<file path="config.mk">
export PLATFORM = sky130hd
export DESIGN_NAME = gpo_pad_ctrl
export DESIGN_NICKNAME = d
export VERILOG_FILES = /design/src/rtl/gpo_pad_ctrl.sv
export SDC_FILE = /design/constraint.sdc
export NUM_CORES = 1
export LEC_CHECK = 0
export ABC_AREA = 1
export CAP_MARGIN = 10
export CELL_PAD_IN_SITES_DETAIL_PLACEMENT = 1
export CELL_PAD_IN_SITES_GLOBAL_PLACEMENT = 1
export CORE_MARGIN = 8
export CORE_UTILIZATION = 42
export CTS_BUF_LIST = sky130_fd_sc_hd__clkbuf_2
export DETAILED_ROUTE_END_ITERATION = 8
export PLACE_DENSITY = 0.77
export SETUP_SLACK_MARGIN = 0.5
export SLEW_MARGIN = 20
export SYNTH_ARGS = -nofsm -noshare
export SYNTH_HDL_FRONTEND = slang
export SYNTH_SLANG_ARGS = --single-unit
</file>
<file path="constraint.sdc">
create_clock -name clk_i -period 1.7 [get_ports clk_i]
set_input_delay 0.34 -clock clk_i [delete_from_list [all_inputs] [get_ports clk_i]]
set_output_delay 0.34 -clock clk_i [all_outputs]
set_load 0.005 [all_outputs]
</file>
<file path="src/rtl/gpo_pad_ctrl.sv">
// gpo_pad_ctrl: drives one general-purpose output pad with glitch-free config changes
// and bias-gated drive strength.
module gpo_pad_ctrl #(
    parameter int SETTLE_CYC  = 8,
    parameter int BIAS_TO_CYC = 1024,
    parameter int SYNC_STAGES = 2
) (
    input  logic       clk_i,
    input  logic       rst_ni,
    input  logic       cfg_valid_i,
    output logic       cfg_ready_o,
    input  logic [1:0] cfg_ds_i,
    input  logic       cfg_sr_i,
    input  logic       cfg_co_i,
    input  logic [1:0] cfg_mode_i,
    input  logic       data_i,
    input  logic       oe_req_i,
    input  logic       bias_ok_i,
    input  logic       err_clr_i,
    output logic       bias_req_o,
    output logic       do_o,
    output logic [1:0] ds_o,
    output logic       sr_o,
    output logic       co_o,
    output logic       oe_o,
    output logic       odp_o,
    output logic       odn_o,
    output logic       busy_o,
    output logic       err_bias_o
);
    localparam int CNT_MAX = (SETTLE_CYC > BIAS_TO_CYC) ? SETTLE_CYC : BIAS_TO_CYC;
    localparam int CW = $clog2(CNT_MAX + 1);
    localparam logic [CW-1:0] SETTLE_LAST = CW'(SETTLE_CYC - 1);
    localparam logic [CW-1:0] TO_LAST = CW'(BIAS_TO_CYC - 1);
    localparam logic [CW-1:0] CNT_SAT = CW'(CNT_MAX);

    typedef enum logic [2:0] {ACTIVE, QUIESCE, APPLY, WAIT_BIAS, SETTLE} state_e;

    state_e                 state_q, state_d;
    logic [CW-1:0]          cnt_q, cnt_d;
    logic [SYNC_STAGES-1:0] sync_q;
    logic [5:0]             pend_q, pend_d;
    logic [1:0]             ds_q, ds_d, mode_q, mode_d;
    logic                   sr_q, sr_d, co_q, co_d, oe_q, oe_d, odp_q, odp_d, odn_q, odn_d;
    logic                   bias_req_q, bias_req_d, err_q, err_d, busy_q, busy_d;
    logic                   ready_q, ready_d, do_q, err_set, bias_s, xfer;

    assign bias_s = sync_q[SYNC_STAGES-1];
    assign xfer   = cfg_valid_i & ready_q;

    always_comb begin
        state_d    = state_q;
        cnt_d      = (cnt_q == CNT_SAT) ? cnt_q : cnt_q + 1'b1;
        pend_d     = pend_q;
        ds_d       = ds_q;
        sr_d       = sr_q;
        co_d       = co_q;
        mode_d     = mode_q;
        bias_req_d = bias_req_q;
        err_set    = 1'b0;
        case (state_q)
            ACTIVE: begin
                if (ds_q != 2'b00 && !bias_s) begin
                    state_d    = SETTLE;
                    ds_d       = 2'b00;
                    bias_req_d = 1'b0;
                    err_set    = 1'b1;
                end else if (xfer) begin
                    state_d = QUIESCE;
                    pend_d  = {cfg_ds_i, cfg_sr_i, cfg_co_i, cfg_mode_i};
                end
            end
            QUIESCE: state_d = (cnt_q == SETTLE_LAST) ? APPLY : QUIESCE;
            APPLY: begin
                {ds_d, sr_d, co_d, mode_d} = pend_q;
                bias_req_d = |pend_q[5:4];
                state_d    = bias_req_d ? WAIT_BIAS : SETTLE;
            end
            WAIT_BIAS: begin
                if (bias_s) begin
                    state_d = SETTLE;
                end else if (cnt_q == TO_LAST) begin
                    state_d    = SETTLE;
                    ds_d       = 2'b00;
                    bias_req_d = 1'b0;
                    err_set    = 1'b1;
                end
            end
            SETTLE:  state_d = (cnt_q == SETTLE_LAST) ? ACTIVE : SETTLE;
            default: state_d = ACTIVE;
        endcase
        if (state_d != state_q) cnt_d = '0;
        err_d   = err_set | (err_q & ~err_clr_i);
        oe_d    = (state_d == ACTIVE) & oe_req_i & (mode_d != 2'b11);
        odp_d   = (mode_d == 2'b01);
        odn_d   = (mode_d == 2'b10);
        busy_d  = (state_d != ACTIVE);
        // Look one sync stage ahead so ready drops in the same cycle a bias loss becomes visible.
        ready_d = (state_d == ACTIVE) & ~((ds_d != 2'b00) & ~sync_q[SYNC_STAGES-2]);
    end

    always_ff @(posedge clk_i or negedge rst_ni) begin
        if (!rst_ni) begin
            state_q    <= ACTIVE;
            cnt_q      <= '0;
            sync_q     <= '0;
            pend_q     <= '0;
            ds_q       <= '0;
            mode_q     <= '0;
            sr_q       <= 1'b0;
            co_q       <= 1'b0;
            oe_q       <= 1'b0;
            odp_q      <= 1'b0;
            odn_q      <= 1'b0;
            bias_req_q <= 1'b0;
            err_q      <= 1'b0;
            busy_q     <= 1'b0;
            ready_q    <= 1'b0;
            do_q       <= 1'b0;
        end else begin
            state_q    <= state_d;
            cnt_q      <= cnt_d;
            sync_q     <= {sync_q[SYNC_STAGES-2:0], bias_ok_i};
            pend_q     <= pend_d;
            ds_q       <= ds_d;
            mode_q     <= mode_d;
            sr_q       <= sr_d;
            co_q       <= co_d;
            oe_q       <= oe_d;
            odp_q      <= odp_d;
            odn_q      <= odn_d;
            bias_req_q <= bias_req_d;
            err_q      <= err_d;
            busy_q     <= busy_d;
            ready_q    <= ready_d;
            do_q       <= data_i;
        end
    end

    assign cfg_ready_o = ready_q;
    assign bias_req_o  = bias_req_q;
    assign do_o        = do_q;
    assign ds_o        = ds_q;
    assign sr_o        = sr_q;
    assign co_o        = co_q;
    assign oe_o        = oe_q;
    assign odp_o       = odp_q;
    assign odn_o       = odn_q;
    assign busy_o      = busy_q;
    assign err_bias_o  = err_q;
endmodule

</file>
# After elaboration in Yosys (flattened, before gate mapping)

Index checks and enable logic that the tools add are counted.

Bits in registers: 36
Bits in latches: 0
RAM bits: 0
Bits in read-only memories: 0
Input bits: 13
Output and inout bits: 12
Memories: 0

$add $sub $neg: 1
Multipliers: 0
Divide/modulo/power cells: 0
$lt $le $gt $ge: 0
Equality and inequality tests: 15
Shift operators: 0
Mux-type cells: 23
Bitwise operators: 11
Reduce and logical (&&, ||, !) cells: 11

Operators with widths:

| cell                                                   | count |
|---|---|
| 2-to-1 mux 11 bit                                      | 2 |
| 2-to-1 mux 3 bit                                       | 6 |
| case mux 3 bit (5 select lines)                        | 1 |
| adder 11 x 1 -> 11 bit (second input constant)         | 1 |
| equality test 11 x 10 -> 1 bit (second input constant) | 1 |
| equality test 11 bit (second input constant)           | 1 |
| equality test 11 x 3 -> 1 bit (second input constant)  | 1 |
| 2-to-1 mux 2 bit                                       | 5 |
| inequality test 2 bit (second input constant)          | 4 |
| AND 1 bit                                              | 6 |
| equality test 3 x 2 -> 1 bit (second input constant)   | 2 |
| logical NOT 3 bit                                      | 2 |
| 2-to-1 mux 1 bit                                       | 6 |
| case mux 2 bit (3 select lines)                        | 1 |
| nonzero test 3 bit                                     | 2 |
| inverter 1 bit                                         | 4 |
| AND reduction 4 bit                                    | 1 |
| nonzero test 2 bit                                     | 2 |
| equality test 3 x 1 -> 1 bit (second input constant)   | 1 |
| equality test 3 bit (second input constant)            | 1 |
| inequality test 3 bit                                  | 1 |
| case mux 1 bit (3 select lines)                        | 1 |
| AND reduction 3 bit                                    | 1 |
| equality test 2 x 1 -> 1 bit (second input constant)   | 1 |
| other kinds (7)                                        | 7 |

# Longest topological paths before layout

Gate-level depths: netlist (run 1).

Depth in word-level cells: 8
Depth in mapped cells: 11
Depth with buffers taken out: 10

# Least setup slack after synthesis (run 1)

OpenSTA, ideal clock, no wires.

Path kind: reg-to-reg
Start point: register cnt_q[0]
End point: register cnt_q[10]
Arrival time: 1.400 ns
Path slack: 0.176 ns
Stages on the path, launching flop included: 12
Path buffers: 1
Cells stage by stage: dfrtp_1 ha_1 nand2_1 nor2_4 nand3_2 nand2_1 nand2_1 nand4_1 nand2_1 nand2_1 buf_6 nor2_2

Cells in the longest elaborated chain, start to end: 6

Ends and longest elaborated chain:

| element                                                                              | line | source |
|---|---|---|
| start: declaration                                                                   | 40   | `logic [CW-1:0] cnt_q, cnt_d;` |
| start signal: assignment                                                             | 122  | `cnt_q <= cnt_d;` |
| equality test 11 x 10 -> 1 bit                                                       | 82   | `end else if (cnt_q == TO_LAST) begin` |
| 2-to-1 mux 3 bit                                                                     | 82   |  |
| 2-to-1 mux 3 bit                                                                     | 80   | `if (bias_s) begin` |
| case mux 3 bit (5 select lines)                                                      | 61   | `case (state_q)` |
| inequality test 3 bit                                                                | 92   | `if (state_d != state_q) cnt_d = '0;` |
| inequality test 2 x 1 -> 1 bit (no line) / 2-to-1 mux 11 bit (equally long branches) | -    |  |

Several ways; a longest one is shown, not always the timed one. The select of a mux whose other input is x is not followed.
A chain may end at the register's enable or synchronous reset.

# Final worst setup path (run 1)

Start point: register state_q[2]
End point: register ready_q, in the netlist cfg_ready_o

Cells in the longest elaborated chain, start to end: 6

Ends and longest elaborated chain:

| element                                                                  | line | source |
|---|---|---|
| start: declaration                                                       | 39   | `state_e state_q, state_d;` |
| start signal: assignment                                                 | 121  | `state_q <= state_d;` |
| equality test 3 x 2 -> 1 bit / logical NOT 3 bit (equally long branches) | 61   |  |
| case mux 2 bit (3 select lines) *                                        | 61   |  |
| named net ds_d[1]                                                        | 43   | `logic [1:0] ds_q, ds_d, mode_q, mode_d;` |
| nonzero test 2 bit *                                                     | 99   | `ready_d = (state_d == ACTIVE) & ~((ds_d != 2'b00) & ~sync_q[SYNC_STAGES-2]);` |
| AND 1 bit *                                                              | 99   |  |
| inverter 1 bit *                                                         | 99   |  |
| AND 1 bit *                                                              | 99   |  |
| named net ready_d                                                        | 46   | `logic ready_q, ready_d, do_q, err_set, bias_s, xfer;` |
| end signal: assignment                                                   | 135  | `ready_q <= ready_d;` |
| end: declaration                                                         | 46   |  |

The timed path passes the listed nets; every way through them passes the cells marked *.

==> results of run 1 <==
## cell families (layout without fill, tap and decap cells)
logic type	after synthesis	count (layout)
AND/OR/NAND/NOR	98	98
flip-flops	36	36
buffers and inverters	27	90
AO/OA/AOI/OAI	18	18
XOR/XNOR	8	8
adder cells (fa/ha/maj)	2	2
multiplexers	1	1
## where the power goes
part	internal, mW	leakage [nW]	total (mW)	switching [mW]
Clock	0.0950	0.0226	0.420	0.325
Sequential	1.11	0.463	1.31	0.198
Combinational	1.07	0.759	2.28	1.21
Total	2.28	1.24	4.01	1.73
## final timing paths
kind	startpoint	end	slack, ns	cells after the start
worst max-delay path	state_q[2]	cfg_ready_o	-0.008	9
worst min-delay path	rst_ni	cnt_q[10]	0.26	2
worst max register to register	state_q[2]	cfg_ready_o	-0.008	9
worst min register to register	sync_q[0]	sync_q[1]	0.41	0
max in group asynchronous	rst_ni	cnt_q[6]	1.24	2
min in group clk_i	bias_ok_i	sync_q[0]	0.34	1
## critical path: stages, from the launching register on
cell and delay (ns):
dfrtp_1 0.47, inv_2 0.09, nand3_4 0.09, inv_4 0.05, o21ai_0 0.46, nand2_1 0.17, nand3_2 0.13, nor2_2 0.05
nor2_1 0.08, nor2_1 0.04
## routing by layer
layer  part of all wire  global-route usage  vias to the layer above
met5                  0                   0                        -
met4              0.032              0.0782                        0
met3              0.025              0.0417                       17
met2               0.54               0.322                       29
met1               0.40               0.191                      770
li1                   -                   -                      725
## layout make-up
cell class                      instances  area, µm²
Clock inverter                          3       18.8
Tap cell                               50       62.6
Clock buffer                            5       25.0
Sequential cell                        36        901
Fill cell                             442       1380
Inverter                               26        118
Multi-Input combinational cell        127        967
Timing Repair Buffer                   56        504
## state kept, by name, summed over array words and instances, names as in the netlist
register / cells
oe_o: 1
pend_q: 6
err_bias_o: 1
ds_o: 2
busy_o: 1
odn_o: 1
bias_req_o: 1
cfg_ready_o: 1
do_o: 1
cnt_q: 11
sr_o: 1
sync_q: 2
mode_q: 2
odp_o: 1
state_q: 3
co_o: 1
## through the flow
stage | instance area [µm²] | TNS [ns]
finish | 2600 | -0.00873
global route | 2600 | -0.767
CTS | 2390 | 0
detailed placement | 2070 | 0
global placement | 2070 | 0
floorplan | 1730 | 0
## cells in the final DEF, fill, tap and decap left out, types with 3 or more instances in the layout
master           Yosys  routed
buf_2                0      12
buf_4                0      20
buf_6                1       6
clkbuf_2             0       5
clkdlybuf4s50_1      0      12
dfrtp_1             36      36
inv_1               17      11
inv_2                9       9
inv_4                0       5
nand2_1             35      23
nand2_2              2      11
nand2_4              1       4
nand3_1              7       5
nand3_2              5       3
nand3_4              0       4
nand4_1              3       3
nor2_1              20      12
nor2_2              14      13
nor2_4               4      13
o21ai_0             10       3
o21ai_1              3       4
o21ai_2              1       3
o21ai_4              0       4
xor2_1               7       7
## timing repair
item,in CTS,in global routing
gates resized for setup,83,50
hold buffers,0,0
endpoints found under the setup margin,43,45
pin swaps,12,13
cloned,2,0
buffers inserted,19,7
==> flow_summary.html, run 1 <==
<table>
<tr><th>Metric</th><th>Value</th></tr>
<tr><th colspan="2">Clock tree</th></tr>
<tr><td>Htree depth</td><td>2</td></tr>
<tr><td>Worst skew pair latency</td><td>0.41 ns</td></tr>
<tr><td>Clock tree from TritonCTS</td><td>yes</td></tr>
<tr><td>Sinks on Clock Net</td><td>36</td></tr>
<tr><td>Number of buffers added by the clock tree synthesis step</td><td>5</td></tr>
<tr><td>Master cell of the clock root buffer</td><td>clkbuf_2</td></tr>
<tr><td>Number of buffers on the longest clock path</td><td>2</td></tr>
<tr><td>Post-CTS clock slew at the launch and capture registers of the worst setup and hold paths</td><td>0.21 ns</td></tr>
<tr><th colspan="2">Cells and area</th></tr>
<tr><td>Ant. Diodes</td><td>0</td></tr>
<tr><td>Post-layout util</td><td>0.654</td></tr>
<tr><td>Fraction of final layout cells with drive strength greater than 1</td><td>0.510</td></tr>
<tr><td>Finished Layout Cells</td><td>303</td></tr>
<tr><td>Final nets</td><td>267</td></tr>
<tr><td>Post-synthesis to final-layout area growth</td><td>50.9%</td></tr>
<tr><th colspan="2">Setup path</th></tr>
<tr><td>Category of the worst setup path launch point</td><td>flop</td></tr>
<tr><td>Classification of the worst setup path</td><td>flop to flop</td></tr>
<tr><td>Arr. time, crit path</td><td>2.05 ns</td></tr>
<tr><td>Required time of the worst setup path</td><td>2.04 ns</td></tr>
<tr><td>Biggest fanout along the worst timing path</td><td>3</td></tr>
<tr><td>Element type at the critical path end</td><td>flop</td></tr>
<tr><th colspan="2">Placed design</th></tr>
<tr><td>Number of I/O port buffers</td><td>24</td></tr>
<tr><td>Dpl ws</td><td>0.0468 ns</td></tr>
<tr><td>Hpwl dp</td><td>3250 µm</td></tr>
<tr><td>GP Congestion</td><td>0.750</td></tr>
<tr><td>Count of placed standard cells including taps</td><td>267</td></tr>
<tr><th colspan="2">Timing</th></tr>
<tr><td>Final Cycle Share</td><td>1.00</td></tr>
<tr><td>Minimum hold slack</td><td>0.255 ns</td></tr>
<tr><td>Unrepaired setup endpoints after global routing</td><td>yes</td></tr>
<tr><td>Worst-case headroom to the max-slew limit</td><td>0.613</td></tr>
<tr><td>Crit path setup slack, layout</td><td>-0.00752 ns</td></tr>
<tr><td>Number of slew-limit violations in the final report</td><td>0</td></tr>
<tr><td>Minimum period implied by the final worst setup slack</td><td>1.71 ns</td></tr>
<tr><td>Slew of the pin with the lowest slew margin</td><td>0.574 ns</td></tr>
<tr><td>F_max</td><td>586 MHz</td></tr>
<tr><td>Fin. Hold Viols</td><td>0</td></tr>
<tr><td>Worst clock skew on the final layout</td><td>0.0173 ns</td></tr>
<tr><td>Setup violation total in the final timing report</td><td>2</td></tr>
<tr><th colspan="2">Synth</th></tr>
<tr><td>Share of the synthesized area in the top cell type</td><td>0.524</td></tr>
<tr><td>Fraction of synthesized cell area in xor and xnor cells</td><td>0.0407</td></tr>
<tr><td>Post-synth top flop</td><td>dfrtp_1</td></tr>
<tr><td>Biggest area contributors in the synthesized netlist</td><td>dfrtp_1, nand2_1, nor2_2, nor2_1, inv_1</td></tr>
<tr><td>Post-Synthesis Cell Area</td><td>1720 µm²</td></tr>
<tr><td>Fraction of the mapped netlist area in adder cells</td><td>0.0145</td></tr>
<tr><td>Main combinational cell family by area after synthesis</td><td>simple AND/OR/NAND/NOR gates</td></tr>
<tr><td>Synthesized area per cell</td><td>9.05 µm²</td></tr>
<tr><td>Most common cell in the synthesized netlist</td><td>dfrtp_1</td></tr>
<tr><td>Post-synthesis mux area share</td><td>0.00582</td></tr>
<tr><td>Sequential element share of the synthesized area</td><td>0.524</td></tr>
<tr><td>Number of standard cells after synthesis</td><td>190</td></tr>
<tr><td>Number of register bits inferred by synthesis</td><td>36</td></tr>
<tr><td>Share of synthesized registers carrying an async set or reset</td><td>1.00</td></tr>
<tr><td>Top cell types by occurrence after synthesis</td><td>dfrtp_1, nand2_1, nor2_1</td></tr>
<tr><td>Number of library cell types mapped by synthesis</td><td>27</td></tr>
<tr><td>Syn_nets</td><td>205</td></tr>
<tr><td>Yosys warning total</td><td>0</td></tr>
<tr><td>Post-synthesis share of cell area spent on and, or, nand and nor gates</td><td>0.296</td></tr>
<tr><td>Library cell with the largest summed area after synthesis</td><td>dfrtp_1</td></tr>
<tr><td>Post-synth EDFFs</td><td>0</td></tr>
<tr><td>Share of the synthesized area in compound gates (AO/OA/AOI/OAI)</td><td>0.0560</td></tr>
<tr><th colspan="2">Floorplan</th></tr>
<tr><td>Number of placement rows</td><td>23</td></tr>
<tr><td>Placeable core region</td><td>3970 µm²</td></tr>
<tr><td>Starting density of the core</td><td>0.433</td></tr>
<tr><td>Number of top-level pins</td><td>25</td></tr>
<tr><td>Chip height</td><td>80 µm</td></tr>
<tr><td>Die footprint</td><td>6400 µm²</td></tr>
<tr><td>Die boundary width</td><td>80 µm</td></tr>
<tr><th colspan="2">Run status</th></tr>
<tr><td>Run status</td><td>complete, but fails checks</td></tr>
<tr><td>Violated checks</td><td>negative setup slack</td></tr>
<tr><th colspan="2">Detailed routing</th></tr>
<tr><td>Router iterations before antenna repair</td><td>4</td></tr>
<tr><td>Detail Route Antenna Nets</td><td>0</td></tr>
<tr><td>Total Routed Length</td><td>5830 µm</td></tr>
<tr><td>Routed vias</td><td>1541</td></tr>
<tr><td>Wire per inst</td><td>19.3 µm</td></tr>
<tr><td>Number of design rule violations left after detail routing</td><td>0</td></tr>
<tr><td>Number of DRC markers in iteration 0</td><td>37</td></tr>
<tr><td>Drt via density</td><td>5.09</td></tr>
<tr><th colspan="2">Power and ir drop</th></tr>
<tr><td>PnR Total Power</td><td>4.01 mW</td></tr>
<tr><td>Total power per unit cell area</td><td>1540 nW/µm²</td></tr>
<tr><td>Max rail drop VDD</td><td>0.638 mV</td></tr>
<tr><td>Lkg Pwr</td><td>1.24 nW</td></tr>
<tr><th colspan="2">GRT</th></tr>
<tr><td>Pin count of the biggest net entering global routing</td><td>37</td></tr>
<tr><td>Number of global-route vias before repair</td><td>1713</td></tr>
<tr><td>Aggregate global routing overflow</td><td>0</td></tr>
<tr><td>Antenna violations before repair</td><td>0</td></tr>
<tr><td>Global-route wire length before repair</td><td>8710 µm</td></tr>
<tr><td>Total global-route track usage</td><td>0.178</td></tr>
<tr><th colspan="2">Min path</th></tr>
<tr><td>Type of the most critical hold path</td><td>input port to async pin</td></tr>
<tr><th colspan="2">Run</th></tr>
<tr><td>Total of max-cap violations</td><td>0</td></tr>
</table>
No activity file was read; power rests on OpenSTA's default activity.
==> run 2, diff against run 1 <==
- CORE_UTILIZATION: 42 -> 49
- DONT_BUFFER_PORTS: not set -> 1
- PLACE_DENSITY: 0.77 -> 0.76
==> run 2 against run 1 <==
The run still ends with negative setup slack left. Non-clock buffer count is 21 lower. Via count is 2.1% lower. Clock power hardly changed. Combinational power is 21% lower. First-iteration DRC count is 81% higher. Register-to-register slack worse by 0.09 ns. Sequential cell count stayed put. Sequential power is 4% higher. Worst setup slack worse by 0.093 ns. Total power is 10% lower. Critical endpoint unchanged.
==> flow_summary.html, run 2 (synthesis results as in run 1) <==
<table>
<tr><th>Metric</th><th>Value</th></tr>
<tr><th colspan="2">Clock tree</th></tr>
<tr><td>Htree depth</td><td>2 (unchanged)</td></tr>
<tr><td>Number of buffers added by the clock tree synthesis step</td><td>5 (unchanged)</td></tr>
<tr><td>Clock tree from TritonCTS</td><td>yes</td></tr>
<tr><td>Master cell of the clock root buffer</td><td>clkbuf_2</td></tr>
<tr><td>Post-CTS clock slew at the launch and capture registers of the worst setup and hold paths</td><td>0.20 ns (about the same)</td></tr>
<tr><td>Sinks on Clock Net</td><td>36 (unchanged)</td></tr>
<tr><td>Worst skew pair latency</td><td>0.42 ns (about the same)</td></tr>
<tr><td>Number of buffers on the longest clock path</td><td>2 (unchanged)</td></tr>
<tr><th colspan="2">Timing</th></tr>
<tr><td>Minimum hold slack</td><td>0.0438 ns (-0.211 ns)</td></tr>
<tr><td>F_max</td><td>555 MHz (-5.2%)</td></tr>
<tr><td>Slew of the pin with the lowest slew margin</td><td>0.423 ns (-0.150 ns)</td></tr>
<tr><td>Worst-case headroom to the max-slew limit</td><td>0.715 (+0.101)</td></tr>
<tr><td>Fin. Hold Viols</td><td>0 (unchanged)</td></tr>
<tr><td>Setup violation total in the final timing report</td><td>11 (+9)</td></tr>
<tr><td>Worst clock skew on the final layout</td><td>0.0268 ns (+0.00949 ns)</td></tr>
<tr><td>Crit path setup slack, layout</td><td>-0.101 ns (-0.0934 ns)</td></tr>
<tr><td>Sum of negative setup slack</td><td>-0.708 ns (-0.699 ns)</td></tr>
<tr><td>Unrepaired setup endpoints after global routing</td><td>yes</td></tr>
<tr><td>Minimum period implied by the final worst setup slack</td><td>1.80 ns (+0.0934 ns)</td></tr>
<tr><td>Number of slew-limit violations in the final report</td><td>0 (unchanged)</td></tr>
<tr><td>Final Cycle Share</td><td>1.06 (+0.0549)</td></tr>
<tr><th colspan="2">GRT</th></tr>
<tr><td>Antenna violations before repair</td><td>0 (unchanged)</td></tr>
<tr><td>Number of global-route vias before repair</td><td>1519 (-11%)</td></tr>
<tr><td>Total global-route track usage</td><td>0.174 (-0.00390)</td></tr>
<tr><td>Global-route wire length before repair</td><td>7290 µm (-16%)</td></tr>
<tr><td>Aggregate global routing overflow</td><td>0 (unchanged)</td></tr>
<tr><td>Pin count of the biggest net entering global routing</td><td>37 (unchanged)</td></tr>
<tr><th colspan="2">Setup path</th></tr>
<tr><td>Category of the worst setup path launch point</td><td>flop</td></tr>
<tr><td>Crit path buf inv count</td><td>1 (-1)</td></tr>
<tr><td>Library cell appearing most often on the critical path</td><td>nor2_1</td></tr>
<tr><td>Element type at the critical path end</td><td>flop</td></tr>
<tr><td>Startpoint of the most critical register-to-register path</td><td>cnt_q[0]</td></tr>
<tr><td>Kind of cell adding the most delay to the critical path</td><td>simple AND/OR/NAND/NOR gates</td></tr>
<tr><td>Number of cell instances on the worst register-to-register path</td><td>10 (+1)</td></tr>
<tr><td>Peak per-stage delay on the critical path</td><td>0.45 ns (-0.02 ns)</td></tr>
<tr><td>Capture instance of the worst register-to-register path</td><td>cfg_ready_o</td></tr>
<tr><td>Biggest fanout along the worst timing path</td><td>3 (unchanged)</td></tr>
<tr><td>Arr. time, crit path</td><td>2.14 ns (+0.09 ns)</td></tr>
<tr><td>Classification of the worst setup path</td><td>flop to flop</td></tr>
<tr><td>Required time of the worst setup path</td><td>2.04 ns (about the same)</td></tr>
<tr><td>Cells along the critical path</td><td>ha_4 -&gt; nand2_4 -&gt; nor2_4 -&gt; buf_6 -&gt; nand4_1 -&gt; nand3_1 -&gt; nand3_2 -&gt; nor2_2 -&gt; nor2_1 -&gt; nor2_1</td></tr>
<tr><td>Minimum setup slack among reg-to-reg paths</td><td>-0.10 ns (-0.09 ns)</td></tr>
<tr><td>Cell with the largest stage delay on the worst path</td><td>dfrtp_1</td></tr>
<tr><th colspan="2">Cells and area</th></tr>
<tr><td>Fraction of final layout cells with drive strength greater than 1</td><td>0.500 (-0.00988)</td></tr>
<tr><td>Area of the multi-input gates</td><td>950 µm² (-1.8%)</td></tr>
<tr><td>Post-layout util</td><td>0.708 (+0.0542)</td></tr>
<tr><td>Largest registers</td><td>cnt_q x11, pend_q x6, state_q x3</td></tr>
<tr><td>Design Area, Final</td><td>2380 µm² (-8.3%)</td></tr>
<tr><td>Commonest non-fill, non-tap cell in the layout</td><td>dfrtp_1</td></tr>
<tr><td>Ant. Diodes</td><td>0 (unchanged)</td></tr>
<tr><td>Post-synthesis to final-layout area growth</td><td>38.4%</td></tr>
<tr><td>Area taken by flip-flops and latches</td><td>905 µm² (+0.42%)</td></tr>
<tr><td>Top library cells by usage in the layout, fill and taps aside</td><td>dfrtp_1, nand2_1, buf_4</td></tr>
<tr><td>Largest register by flop count</td><td>cnt_q</td></tr>
<tr><td>Final nets</td><td>246 (-7.9%)</td></tr>
<tr><td>Max reg flops</td><td>11 (unchanged)</td></tr>
<tr><td>Fill cell count</td><td>358 (-19%)</td></tr>
<tr><th colspan="2">Placed design</th></tr>
<tr><td>Dpl ws</td><td>0.00414 ns (-0.0426 ns)</td></tr>
<tr><td>Cell area after placement</td><td>1790 µm² (-13%)</td></tr>
<tr><td>GP Congestion</td><td>0.824 (+9.8%)</td></tr>
<tr><td>Number of I/O port buffers</td><td>0 (-100%)</td></tr>
<tr><td>Hpwl dp</td><td>2950 µm (-9.1%)</td></tr>
<tr><th colspan="2">Floorplan</th></tr>
<tr><td>Chip height</td><td>75.3 µm (-5.9%)</td></tr>
<tr><td>Starting density of the core</td><td>0.512 (+0.0783)</td></tr>
<tr><td>Die boundary width</td><td>75.3 µm (-5.9%)</td></tr>
<tr><td>Placeable core region</td><td>3360 µm² (-15%)</td></tr>
<tr><td>Number of placement rows</td><td>21 (-8.7%)</td></tr>
<tr><td>Die footprint</td><td>5660 µm² (-12%)</td></tr>
<tr><td>Number of top-level pins</td><td>25 (unchanged)</td></tr>
<tr><th colspan="2">Detailed routing</th></tr>
<tr><td>Router iterations before antenna repair</td><td>4 (unchanged)</td></tr>
<tr><td>Number of design rule violations left after detail routing</td><td>0 (unchanged)</td></tr>
<tr><td>Detail Route Antenna Nets</td><td>0 (unchanged)</td></tr>
<tr><td>Wire per inst</td><td>21.9 µm (+14%)</td></tr>
<tr><td>Total Routed Length</td><td>6100 µm (+4.5%)</td></tr>
<tr><td>Number of DRC markers in iteration 0</td><td>67 (+81%)</td></tr>
<tr><td>Routed vias</td><td>1508 (-2.1%)</td></tr>
<tr><td>Drt via density</td><td>5.42 (+6.7%)</td></tr>
<tr><th colspan="2">Min path</th></tr>
<tr><td>Hold Crit Start</td><td>cfg_mode_i[0]</td></tr>
<tr><td>Hold endpoint</td><td>pend_q[0]</td></tr>
<tr><td>Type of the most critical hold path</td><td>input port to flop</td></tr>
<tr><td>Cells on Worst Hold Path</td><td>2</td></tr>
<tr><th colspan="2">Power and ir drop</th></tr>
<tr><td>Max rail drop VDD</td><td>0.973 mV (+53%)</td></tr>
<tr><td>Lkg Pwr</td><td>1.12 nW (-9.7%)</td></tr>
<tr><td>Total power per unit cell area</td><td>1510 nW/µm² (-2.4%)</td></tr>
<tr><th colspan="2">Run</th></tr>
<tr><td>Total of max-cap violations</td><td>0 (unchanged)</td></tr>
<tr><th colspan="2">Run status</th></tr>
<tr><td>Run status</td><td>complete, but fails checks</td></tr>
<tr><td>Violated checks</td><td>negative setup slack</td></tr>
</table>
## run 2: cell count changes in the layout (fill, tap and decap cells not counted), moves of 3 or more
cell / change
buf_2: -12
clkdlybuf4s50_1: -12
nor2_4: -3
nand2_1: +6
nor2_2: +6
dlygate4sd3_1: +4
nor2_1: -3
dfrtp_1: -3
dfrtp_2: +3
nand2_2: -5
## run 2: worst max path at each step
stage / start / end / depth (start not counted) / slack [ns]
4_1_cts: cnt_q[0] / cnt_q[4] / 10 / 0.09
3_5_place_dp: cnt_q[0] / cnt_q[5] / 11 / 0.004
2_1_floorplan: cnt_q[0] / cnt_q[10] / 11 / 0.19
5_1_grt: cnt_q[0] / cfg_ready_o / 10 / -0.19
3_3_place_gp: cnt_q[0] / cnt_q[4] / 11 / 0.11
6_report: cnt_q[0] / cfg_ready_o / 10 / -0.10
## run 2: report_power, final
| part | switching (mW) | internal (mW) |
|---|---|---|
| sequential | 0.249 | 1.11 |
| clock | 0.323 | 0.0950 |
| combinational | 1.06 | 0.746 |
| total | 1.63 | 1.96 |
## run 2: per-stage QoR
step / total power, mW / instances
after floorplan: 2.09 / 190
after global placement: 2.30 / 238
after detailed placement: 2.38 / 238
after CTS: 3.06 / 262
after global routing: 3.79 / 278
final: 3.59 / 278
## run 2: final cells by class
cell class,count,area share
Tap cell,46,0.0242
Sequential cell,36,0.380
Timing Repair Buffer,35,0.132
Inverter,26,0.0462
Multi-Input combinational cell,127,0.399
Clock buffer,5,0.0105
Clock inverter,3,0.00788
## run 2: timing repair
| item | 4_1_cts | 5_1_grt |
|---|---|---|
| resized for setup | 26 | 51 |
| setup buffers | 11 | 16 |
| endpoints found under the hold margin | 39 | 0 |
| hold buffers | 5 | 0 |
| pin swaps | 9 | 20 |
| setup endpoints to repair | 37 | 44 |
## run 2: per-layer routing
metal  up-vias  wire length [µm]  track usage
met5         -                 0            0
met2        43              3340        0.315
met1       767              2350        0.183
li1        682                 -            -
met4         0               181       0.0789
met3        16               227       0.0466
==> run 3, diff against run 2 <==
- CORE_UTILIZATION: 49 -> 45
- MAX_ROUTING_LAYER: not set -> met4
- PLACE_DENSITY: 0.76 -> 0.71
==> run 3 against run 2 <==
The flow now finishes without violations. Count of clock-buffer cells in the layout unchanged. Critical endpoint is now cnt_q[9]. Final area down 3.7%. Combinational power down 9%. Maximum frequency up 6.7%. Routed wire length down 20%. First-iteration DRC count down 30%. Utilization down 8.2 points. Sequential share of layout area up 1.4 points. Die area up 7.0%. Worst setup slack better by 0.11 ns. Sequential power down 3%.
==> flow_summary.html, run 3 (synthesis results as in run 1) <==
<table>
<tr><th>Metric</th><th>Value</th></tr>
<tr><th colspan="2">Detailed routing</th></tr>
<tr><td>Drt via density</td><td>5.16 (-4.9%)</td></tr>
<tr><td>Detail Route Antenna Nets</td><td>0 (unchanged)</td></tr>
<tr><td>Total Routed Length</td><td>4880 µm (-20%)</td></tr>
<tr><td>Wire per inst</td><td>17.8 µm (-19%)</td></tr>
<tr><td>Routed vias</td><td>1413 (-6.3%)</td></tr>
<tr><td>Number of DRC markers in iteration 0</td><td>47 (-30%)</td></tr>
<tr><td>Router iterations before antenna repair</td><td>4 (unchanged)</td></tr>
<tr><td>Number of design rule violations left after detail routing</td><td>0 (unchanged)</td></tr>
<tr><th colspan="2">Power and ir drop</th></tr>
<tr><td>Sequential share of power</td><td>0.372 (-0.008)</td></tr>
<tr><td>Switching share of power</td><td>0.425 (-0.0304)</td></tr>
<tr><td>P_int</td><td>2.04 mW (+4.5%)</td></tr>
<tr><td>Switch Pwr</td><td>1.51 mW (-7.6%)</td></tr>
<tr><td>Total power per unit cell area</td><td>1550 nW/µm² (+2.8%)</td></tr>
<tr><td>Lkg Pwr</td><td>1.10 nW (-2.5%)</td></tr>
<tr><td>Clock group share of total power</td><td>0.163 (+0.046)</td></tr>
<tr><td>PnR Total Power</td><td>3.55 mW (-1.0%)</td></tr>
<tr><td>Power share of the combinational group</td><td>0.465 (-0.038)</td></tr>
<tr><td>Max rail drop VDD</td><td>0.792 mV (-19%)</td></tr>
<tr><th colspan="2">Setup path</th></tr>
<tr><td>Number of cell instances on the worst register-to-register path</td><td>11 (+1)</td></tr>
<tr><td>Biggest fanout along the worst timing path</td><td>4 (+1)</td></tr>
<tr><td>Element type at the critical path end</td><td>flop</td></tr>
<tr><td>Minimum setup slack among reg-to-reg paths</td><td>0.01 ns (+0.11 ns)</td></tr>
<tr><td>Required time of the worst setup path</td><td>2.03 ns (about the same)</td></tr>
<tr><td>Classification of the worst setup path</td><td>flop to flop</td></tr>
<tr><td>Category of the worst setup path launch point</td><td>flop</td></tr>
<tr><td>Startpoint of the most critical register-to-register path</td><td>cnt_q[1]</td></tr>
<tr><td>Capture instance of the worst register-to-register path</td><td>cnt_q[9]</td></tr>
<tr><td>Beginning of the critical path</td><td>cnt_q[1]</td></tr>
<tr><td>Arr. time, crit path</td><td>2.01 ns (-0.13 ns)</td></tr>
<tr><th colspan="2">Floorplan</th></tr>
<tr><td>Die boundary width</td><td>77.8 µm (+3.4%)</td></tr>
<tr><td>Chip height</td><td>77.8 µm (+3.4%)</td></tr>
<tr><td>Die footprint</td><td>6060 µm² (+7.0%)</td></tr>
<tr><td>Number of placement rows</td><td>22 (+4.8%)</td></tr>
<tr><td>Placeable core region</td><td>3660 µm² (+8.9%)</td></tr>
<tr><td>Number of top-level pins</td><td>25 (unchanged)</td></tr>
<tr><td>Starting density of the core</td><td>0.470 (-0.0416)</td></tr>
<tr><th colspan="2">Timing</th></tr>
<tr><td>Slew of the pin with the lowest slew margin</td><td>0.288 ns (-0.135 ns)</td></tr>
<tr><td>Minimum period implied by the final worst setup slack</td><td>1.69 ns (-0.113 ns)</td></tr>
<tr><td>Worst-case headroom to the max-slew limit</td><td>0.806 (+0.0916)</td></tr>
<tr><td>Sum of negative setup slack</td><td>0 ns (+0.708 ns)</td></tr>
<tr><td>Fin. Hold Viols</td><td>0 (unchanged)</td></tr>
<tr><td>Worst clock skew on the final layout</td><td>0.0306 ns (+0.00375 ns)</td></tr>
<tr><td>Number of slew-limit violations in the final report</td><td>0 (unchanged)</td></tr>
<tr><td>Setup violation total in the final timing report</td><td>0 (-11)</td></tr>
<tr><td>F_max</td><td>592 MHz (+6.7%)</td></tr>
<tr><td>Unrepaired setup endpoints after global routing</td><td>yes</td></tr>
<tr><td>Final Cycle Share</td><td>0.993 (-0.0665)</td></tr>
<tr><th colspan="2">Min path</th></tr>
<tr><td>Type of the most critical hold path</td><td>input port to flop</td></tr>
<tr><td>Hold endpoint</td><td>pend_q[2]</td></tr>
<tr><td>Cells on Worst Hold Path</td><td>2 (unchanged)</td></tr>
<tr><td>Hold Crit Start</td><td>cfg_co_i</td></tr>
<tr><th colspan="2">Clock tree</th></tr>
<tr><td>Number of buffers on the longest clock path</td><td>2 (unchanged)</td></tr>
<tr><td>Post-CTS clock slew at the launch and capture registers of the worst setup and hold paths</td><td>0.22 ns (+0.02 ns)</td></tr>
<tr><td>Sinks on Clock Net</td><td>36 (unchanged)</td></tr>
<tr><td>Clock tree from TritonCTS</td><td>yes</td></tr>
<tr><td>Worst skew pair latency</td><td>0.42 ns (about the same)</td></tr>
<tr><td>Number of buffers added by the clock tree synthesis step</td><td>5 (unchanged)</td></tr>
<tr><td>Master cell of the clock root buffer</td><td>clkbuf_2</td></tr>
<tr><td>Htree depth</td><td>2 (unchanged)</td></tr>
<tr><th colspan="2">GRT</th></tr>
<tr><td>GR met3 Demand/Resource</td><td>0.0461 (-0.000522)</td></tr>
<tr><td>Busiest grt layer</td><td>met2</td></tr>
<tr><td>Fraction of met1 tracks used by global routing</td><td>0.164 (-0.0190)</td></tr>
<tr><td>Antenna violations before repair</td><td>0 (unchanged)</td></tr>
<tr><td>Aggregate global routing overflow</td><td>0 (unchanged)</td></tr>
<tr><td>Global-route wire length before repair</td><td>7210 µm (-1.1%)</td></tr>
<tr><td>Total global-route track usage</td><td>0.154 (-0.0204)</td></tr>
<tr><td>Number of global-route vias before repair</td><td>1534 (+0.99%)</td></tr>
<tr><td>Pin count of the biggest net entering global routing</td><td>37 (unchanged)</td></tr>
<tr><td>Met2 track demand over resource in global routing</td><td>0.256 (-0.0591)</td></tr>
<tr><th colspan="2">Cells and area</th></tr>
<tr><td>Post-synthesis to final-layout area growth</td><td>33.2%</td></tr>
<tr><td>Final nets</td><td>240 (-2.4%)</td></tr>
<tr><td>Commonest non-fill, non-tap cell in the layout</td><td>dfrtp_1</td></tr>
<tr><td>Fill cell count</td><td>404 (+13%)</td></tr>
<tr><td>Largest registers</td><td>cnt_q x11, pend_q x6, state_q x3</td></tr>
<tr><td>Post-layout util</td><td>0.626 (-0.0818)</td></tr>
<tr><td>Ant. Diodes</td><td>0 (unchanged)</td></tr>
<tr><td>Top library cells by usage in the layout, fill and taps aside</td><td>dfrtp_1, nand2_1, nor2_1</td></tr>
<tr><td>Design Area, Final</td><td>2290 µm² (-3.7%)</td></tr>
<tr><td>Fraction of final layout cells with drive strength greater than 1</td><td>0.429 (-0.0708)</td></tr>
<tr><td>Max reg flops</td><td>11 (unchanged)</td></tr>
<tr><td>Largest register by flop count</td><td>cnt_q</td></tr>
<tr><th colspan="2">Placed design</th></tr>
<tr><td>Cell area after placement</td><td>1800 µm² (+0.56%)</td></tr>
<tr><td>Hpwl dp</td><td>2850 µm (-3.6%)</td></tr>
<tr><td>Number of I/O port buffers</td><td>0 (unchanged)</td></tr>
<tr><td>GP Congestion</td><td>0.793 (-3.7%)</td></tr>
<tr><th colspan="2">Run</th></tr>
<tr><td>Total of max-cap violations</td><td>0 (unchanged)</td></tr>
<tr><th colspan="2">Run status</th></tr>
<tr><td>Run status</td><td>finished, final reports clean</td></tr>
</table>
==> run 3: area by class of cell <==
type	instances	area (µm²)	area share
sequential	36	903	0.394
clock inverter	3	46.3	0.0202
clock buffer	5	25.0	0.0109
tap	48	60.1	0.0262
timing repair buffer	29	282	0.123
multi-input combinational	127	873	0.381
inverter	26	103	0.0448
==> run 3: critical path, stage by stage (launching register included) <==
cell and delay (ns):
dfrtp_1 0.42, ha_2 0.21, nand2_4 0.07, nor2_4 0.12
nand3_2 0.13, nand2_1 0.10, nand2_1 0.06, nand4_1 0.10
nand2_1 0.07, nand2_2 0.11, buf_6 0.15, nor2_4 0.03
==> run 3: layer usage <==
layer,part of all wire,vias to the layer above
met5,0,-
met4,0.038,0
met3,0.036,15
met2,0.53,30
met1,0.39,707
li1,-,661
==> run 3: worst max-delay path by stage <==
stage	endpoint	slack (ns)	depth (start not counted)
final	cnt_q[9]	0.01	11
after global routing	cnt_q[8]	-0.09	11
after CTS	cnt_q[2]	0.13	10
after detailed placement	cnt_q[3]	0.02	11
after global placement	cnt_q[8]	0.09	11
after floorplan	cnt_q[10]	0.19	11
==> run 3: power groups by stage <==
| stage | clock, mW | combinational (mW) | sequential, mW |
|---|---|---|---|
| 2_1_floorplan | 0 | 0.829 | 1.26 |
| 3_3_place_gp | 0 | 0.984 | 1.31 |
| 3_5_place_dp | 0 | 1.05 | 1.32 |
| 5_1_grt | 0.618 | 1.81 | 1.35 |
| 6_report | 0.580 | 1.65 | 1.32 |
| 4_1_cts | 0.589 | 1.43 | 1.30 |
==> run 3: repair_timing <==
| action | 4_1_cts | 5_1_grt |
|---|---|---|
| setup buffers | 14 | 2 |
| hold buffers | 8 | 1 |
| pin swaps | 15 | 7 |
| endpoints found under the hold margin | 42 | 1 |
| endpoints found under the setup margin | 38 | 44 |
| gates resized for setup | 29 | 26 |
==> run 3: through the flow <==
stage	hold slack (ns)	std cells	setup WS [ns]
final	0.0113	274	0.0121
after global routing	0.0105	274	-0.0878
after CTS	0.00394	271	0.130
after detailed placement	0.0455	241	0.0181
after global placement	0.0460	241	0.0909
after floorplan	0.0444	190	0.189
